## src/rtl/picorv32_mem_arbiter.sv

```systemverilog
// Two-master arbiter for the PicoRV32 native memory interface.
// The winning request is latched onto the downstream port and held there
// until the downstream side pulses mem_ready. Selection is round-robin or
// fixed priority (m0 first). Per-master saturating stall counters record how
// long each master waited without being served.
//
// state  | meaning
// -------+-------------------------------------------------------------
// S_IDLE | no transaction outstanding; any valid request is granted
// S_BUSY | latched request presented downstream, waiting for mem_ready

module picorv32_mem_arbiter #(
    parameter int PRIO_MODE   = 0,
    parameter int STALL_CNT_W = 16
) (
    input  logic                   clk,
    input  logic                   reset,

    input  logic                   m0_mem_valid,
    input  logic                   m0_mem_instr,
    input  logic [31:0]            m0_mem_addr,
    input  logic [31:0]            m0_mem_wdata,
    input  logic [3:0]             m0_mem_wstrb,
    output logic                   m0_mem_ready,
    output logic [31:0]            m0_mem_rdata,

    input  logic                   m1_mem_valid,
    input  logic                   m1_mem_instr,
    input  logic [31:0]            m1_mem_addr,
    input  logic [31:0]            m1_mem_wdata,
    input  logic [3:0]             m1_mem_wstrb,
    output logic                   m1_mem_ready,
    output logic [31:0]            m1_mem_rdata,

    output logic                   mem_valid,
    output logic                   mem_instr,
    output logic [31:0]            mem_addr,
    output logic [31:0]            mem_wdata,
    output logic [3:0]             mem_wstrb,
    input  logic                   mem_ready,
    input  logic [31:0]            mem_rdata,

    output logic                   grant_owner,
    output logic                   busy,
    output logic [STALL_CNT_W-1:0] m0_stall_cnt,
    output logic [STALL_CNT_W-1:0] m1_stall_cnt
);

    typedef enum logic {
        S_IDLE = 1'b0,
        S_BUSY = 1'b1
    } state_t;

    localparam logic [STALL_CNT_W-1:0] STALL_ONE = {{(STALL_CNT_W-1){1'b0}}, 1'b1};

    state_t                 r_state;
    logic                   r_owner;
    logic                   r_rr_ptr;
    logic                   r_mem_valid;
    logic                   r_mem_instr;
    logic [31:0]            r_mem_addr;
    logic [31:0]            r_mem_wdata;
    logic [3:0]             r_mem_wstrb;
    logic [STALL_CNT_W-1:0] r_m0_stall;
    logic [STALL_CNT_W-1:0] r_m1_stall;

    logic                   w_busy;
    logic                   w_any_req;
    logic                   w_winner;
    logic                   w_m0_served;
    logic                   w_m1_served;

    assign w_busy      = (r_state == S_BUSY);
    assign w_any_req   = m0_mem_valid | m1_mem_valid;
    assign w_m0_served = w_busy & ~r_owner;
    assign w_m1_served = w_busy &  r_owner;

    // Winner selection: a lone requester always wins; on contention the
    // round-robin pointer or the fixed m0 priority breaks the tie.
    always_comb begin
        w_winner = ~m0_mem_valid;
        if (PRIO_MODE == 0 && m0_mem_valid && m1_mem_valid) begin
            w_winner = r_rr_ptr;
        end
    end

    // Grant/complete FSM; downstream request fields are registered and held
    // for the whole transaction regardless of what the masters do upstream.
    always_ff @(posedge clk) begin
        if (reset) begin
            r_state     <= S_IDLE;
            r_owner     <= 1'b0;
            r_rr_ptr    <= 1'b0;
            r_mem_valid <= 1'b0;
            r_mem_instr <= 1'b0;
            r_mem_addr  <= 32'h0;
            r_mem_wdata <= 32'h0;
            r_mem_wstrb <= 4'h0;
        end else begin
            case (r_state)
                S_IDLE: begin
                    if (w_any_req) begin
                        r_mem_instr <= w_winner ? m1_mem_instr : m0_mem_instr;
                        r_mem_addr  <= w_winner ? m1_mem_addr  : m0_mem_addr;
                        r_mem_wdata <= w_winner ? m1_mem_wdata : m0_mem_wdata;
                        r_mem_wstrb <= w_winner ? m1_mem_wstrb : m0_mem_wstrb;
                        r_mem_valid <= 1'b1;
                        r_owner     <= w_winner;
                        r_state     <= S_BUSY;
                    end
                end
                S_BUSY: begin
                    if (mem_ready) begin
                        r_mem_valid <= 1'b0;
                        r_rr_ptr    <= ~r_owner;
                        r_state     <= S_IDLE;
                    end
                end
                default: r_state <= S_IDLE;
            endcase
        end
    end

    // Stall counters: count cycles a master asks but is not the one being
    // served; they stick at all-ones until reset.
    always_ff @(posedge clk) begin
        if (reset) begin
            r_m0_stall <= '0;
            r_m1_stall <= '0;
        end else begin
            if (m0_mem_valid && !w_m0_served && !(&r_m0_stall)) begin
                r_m0_stall <= r_m0_stall + STALL_ONE;
            end
            if (m1_mem_valid && !w_m1_served && !(&r_m1_stall)) begin
                r_m1_stall <= r_m1_stall + STALL_ONE;
            end
        end
    end

    assign m0_mem_ready = w_m0_served & mem_ready;
    assign m1_mem_ready = w_m1_served & mem_ready;
    assign m0_mem_rdata = mem_rdata;
    assign m1_mem_rdata = mem_rdata;

    assign mem_valid    = r_mem_valid;
    assign mem_instr    = r_mem_instr;
    assign mem_addr     = r_mem_addr;
    assign mem_wdata    = r_mem_wdata;
    assign mem_wstrb    = r_mem_wstrb;

    assign grant_owner  = r_owner;
    assign busy         = w_busy;
    assign m0_stall_cnt = r_m0_stall;
    assign m1_stall_cnt = r_m1_stall;

endmodule
```

## config.mk

```make
export PLATFORM = sky130hd
export DESIGN_NAME = picorv32_mem_arbiter
export DESIGN_NICKNAME = d
export VERILOG_FILES = /design/src/rtl/picorv32_mem_arbiter.sv
export SDC_FILE = /design/constraint.sdc
export NUM_CORES = 1
export LEC_CHECK = 0
export BUFFER_PORTS_ARGS = -buffer_cell sky130_fd_sc_hd__clkbuf_2
export CORE_AREA = 2 2 133 135
export DETAILED_ROUTE_END_ITERATION = 10
export DIE_AREA = 0 0 135 137
export HOLD_SLACK_MARGIN = 0.15
export SETUP_SLACK_MARGIN = 0.1
export SLEW_MARGIN = 20
export SYNTH_ARGS = -nofsm -noshare
export SYNTH_HDL_FRONTEND = slang
export SYNTH_SLANG_ARGS = --single-unit
```

## constraint.sdc

```tcl
create_clock -name clk -period 2.4 [get_ports clk]
set_input_delay 0.24 -clock clk [delete_from_list [all_inputs] [get_ports clk]]
set_output_delay 0.24 -clock clk [all_outputs]
set_load 0.03 [all_outputs]
```

==> reports/results.tsv <==
metric	value	unit
Simple-Gate Fraction of Synth Area	17.5	%
count of flip-flops with a built-in enable after synthesis	0	
Total Nets Final	942	
root cell of the clock tree	sky130_fd_sc_hd__clkbuf_16	
clock latency reported for the late side of the worst-skew pair	0.35	ns
Chip Width	135	um
largest net degree at the start of global routing	141	
TritonCTS clock tree	yes	
share of the synthesized area in compound gates (AO/OA/AOI/OAI)	15.2	%
antenna violations before repair	0	
RSZ-0062 raised after global routing	no	
die height	137	um
maximum VDD drop	0.000361	V
Seq cells post-synth	105	
most frequently used flop master after synthesis	sky130_fd_sc_hd__dfxtp_1	
P_int	2.93	mW
layout filler cell count	1790	
net count after synthesis	776	
asr flop ratio synth	0	%
count of H-tree levels built during CTS	3	
top post-synthesis cells by area	sky130_fd_sc_hd__dfxtp_1, sky130_fd_sc_hd__mux2i_1, sky130_fd_sc_hd__a211oi_1	
starting density of the core	31.3	%
cell count after synthesis	599	
total vias in the final route	4746	
library cell occupying the most area in the post-synthesis netlist	sky130_fd_sc_hd__dfxtp_1	
Worst Hold Class	in2reg	
maximum count of clock buffers along a single path	2	
switching power of the nets	1.36	mW
worst-path fanout max	12	
clock slew at the register clock pins of the worst setup and hold paths	0.07	ns
worst clock skew	0.00879	ns
P per Cell Area	647	nW/um^2
Setup-failing EPs final	0	
full die area	18500	um^2
routability-driven placement congestion ratio	0.753	
post-route setup TNS	0	ns
remaining routing DRC violations	0	
synth unique cells	37	
most common library cell in the layout ignoring fill and taps	sky130_fd_sc_hd__clkbuf_2	
Top Ports	345	
WS Path Type	reg2reg	
Slew HR	55.7	%
clock buffers created by TritonCTS	9	
power share of the clock group	32.6	%
crit path launch type	flop	
syn_area_per_cell	8.90	um^2
post-synthesis to final-layout area growth	24.5	%
core utilization of the finished layout	38.9	%
WP data required	2.63	ns
via count normalized by instance count	4.77	
IO buf count	248	
starting DRC count in detailed routing	148	
combined global-route utilization of all metal layers	14.9	%
number of gates resized after CTS	0	
Syn. warnings	0	
diode count	0	
fraction of power spent switching nets	31.8	%
Worst Tran Pin Value	0.664	ns
cell area after synthesis	5330	um^2
share of the synthesized area in the top cell type	39.4	%
data arrival time of the worst path	2.36	ns
Final ANT Viol Nets	0	
vias in the first global route	4185	
share of cell area taken by muxes after synthesis	15.0	%
final routed wire length divided by cell count	14.2	um
endpoints failing hold	0	
leakage power of the design	3.02	nW
total clock sinks	105	
Detailed Route WL	14.2	mm
sequential power share	45.3	%
overflow left after global routing	0	
core outline area	17100	um^2
kind of end point of the critical path	flop	
post-layout min period	2.13	ns
row count	48	
status	completed	
part of the cycle the worst path needs	88.9	%
ratio of cells with drive above 1 in the final layout	37.5	%
global-route wire length before repair	21.7	mm
first-pass iteration count of the detailed router	4	
commonest cells after routing, fill and taps aside	sky130_fd_sc_hd__clkbuf_2, sky130_fd_sc_hd__dfxtp_1, sky130_fd_sc_hd__nor2_1	
post-synthesis share of cell area spent on xor and xnor gates	0	%
largest family of logic cells by synthesized area	simple AND/OR/NAND/NOR gates	
share of the yosys chip area belonging to registers	39.4	%
final count of pins violating max slew	0	
upper clock frequency limit	0.469	GHz
hpwl dp	10.6	mm
share of total power in combinational logic	22.1	%
adder and majority gate portion of the synthesized area	0.469	%
max-cap violation count	0	
==> timing repair <==
action | 4_1_cts | 5_1_grt
setup buffers | 0 | 0
hold buffers | 1 | 0
hold endpoints to repair | 2 | 0
==> Yosys cell counts, types with 8 or more instances <==
cell type / number
sky130_fd_sc_hd__a211oi_1: 72
sky130_fd_sc_hd__a21oi_1: 22
sky130_fd_sc_hd__buf_2: 8
sky130_fd_sc_hd__buf_4: 64
sky130_fd_sc_hd__clkbuf_1: 27
sky130_fd_sc_hd__dfxtp_1: 105
sky130_fd_sc_hd__mux2i_1: 71
sky130_fd_sc_hd__nand2_1: 12
sky130_fd_sc_hd__nand3_1: 9
sky130_fd_sc_hd__nand4_1: 16
sky130_fd_sc_hd__nor2_1: 89
sky130_fd_sc_hd__nor3_1: 10
sky130_fd_sc_hd__o21ai_0: 8
sky130_fd_sc_hd__o31ai_1: 10
sky130_fd_sc_hd__or4_1: 10
==> power groups by stage <==
stage / logic, mW / registers, mW / clock network (mW)
final: 0.949 / 1.95 / 1.40
after global routing: 1.03 / 1.97 / 1.52
after CTS: 0.967 / 1.95 / 1.46
after detailed placement: 0.965 / 1.99 / 0
after global placement: 0.959 / 1.98 / 0
after floorplan: 0.563 / 2.23 / 0
==> critical path: stages (launching register included) <==
cell and delay (ns):
sky130_fd_sc_hd__dfxtp_1 0.43, sky130_fd_sc_hd__a21bo_4 0.30, sky130_fd_sc_hd__or4_1 0.66, sky130_fd_sc_hd__nor4_1 0.26, sky130_fd_sc_hd__mux2_1 0.36
==> cell type report <==
cell class / instances / area (um^2) / share of cell area, %
timing repair buffer: 259 / 1370 / 20.6
multi-input combinational: 385 / 2590 / 39.0
inverter: 5 / 18.8 / 0.283
sequential: 105 / 2100 / 31.7
clock buffer: 10 / 229 / 3.45
tap: 225 / 282 / 4.24
clock inverter: 6 / 48.8 / 0.735
==> sequential cells by signal, indices dropped and copies added (netlist names), 4 cells and up <==
name and cells:
m0_stall_cnt 16, m1_stall_cnt 16, mem_addr 32, mem_wdata 32, mem_wstrb 4
==> per-layer routing <==
layer | up-vias | GRT usage [%] | routed length (um)
met2 | 200 | 24.3 | 6670
met1 | 2066 | 18.9 | 6260
li1 | 2463 | - | -
met4 | 0 | 5.79 | 230
met5 | - | 0 | 0
met3 | 17 | 3.70 | 998
==> metrics by stage <==
| step | power [mW] | hold slack (ns) | instances | setup WS [ns] | cell area [um^2] |
|---|---|---|---|---|---|
| floorplan | 2.79 | 0.340 | 599 | 0.357 | 5330 |
| finish | 4.29 | 0.204 | 995 | 0.267 | 6640 |
| CTS | 4.38 | 0.188 | 995 | 0.279 | 6640 |
| global placement | 2.94 | 0.480 | 978 | 0.325 | 6350 |
| global route | 4.51 | 0.198 | 995 | 0.144 | 6640 |
| detailed placement | 2.95 | 0.480 | 978 | 0.293 | 6350 |
==> worst paths after layout <==
| check | start | to | slack [ns] | cells past startpoint |
|---|---|---|---|---|
| worst max-delay path | busy | m1_stall_cnt[15] | 0.27 | 4 |
| worst min-delay path | m1_mem_addr[4] | mem_addr[4] | 0.20 | 3 |
| worst max register to register | busy | m1_stall_cnt[15] | 0.27 | 4 |
| worst min register to register | mem_wdata[5] | mem_wdata[5] | 0.50 | 2 |
==> cell families after synthesis <==
| kind of cell | Yosys count |
|---|---|
| adder cells (fa/ha/maj) | 2 |
| multiplexers | 79 |
| AND/OR/NAND/NOR | 187 |
| buffers and inverters | 109 |
| flip-flops | 105 |
| AO/OA/AOI/OAI | 117 |
No activity file was read; power rests on OpenSTA's default activity.
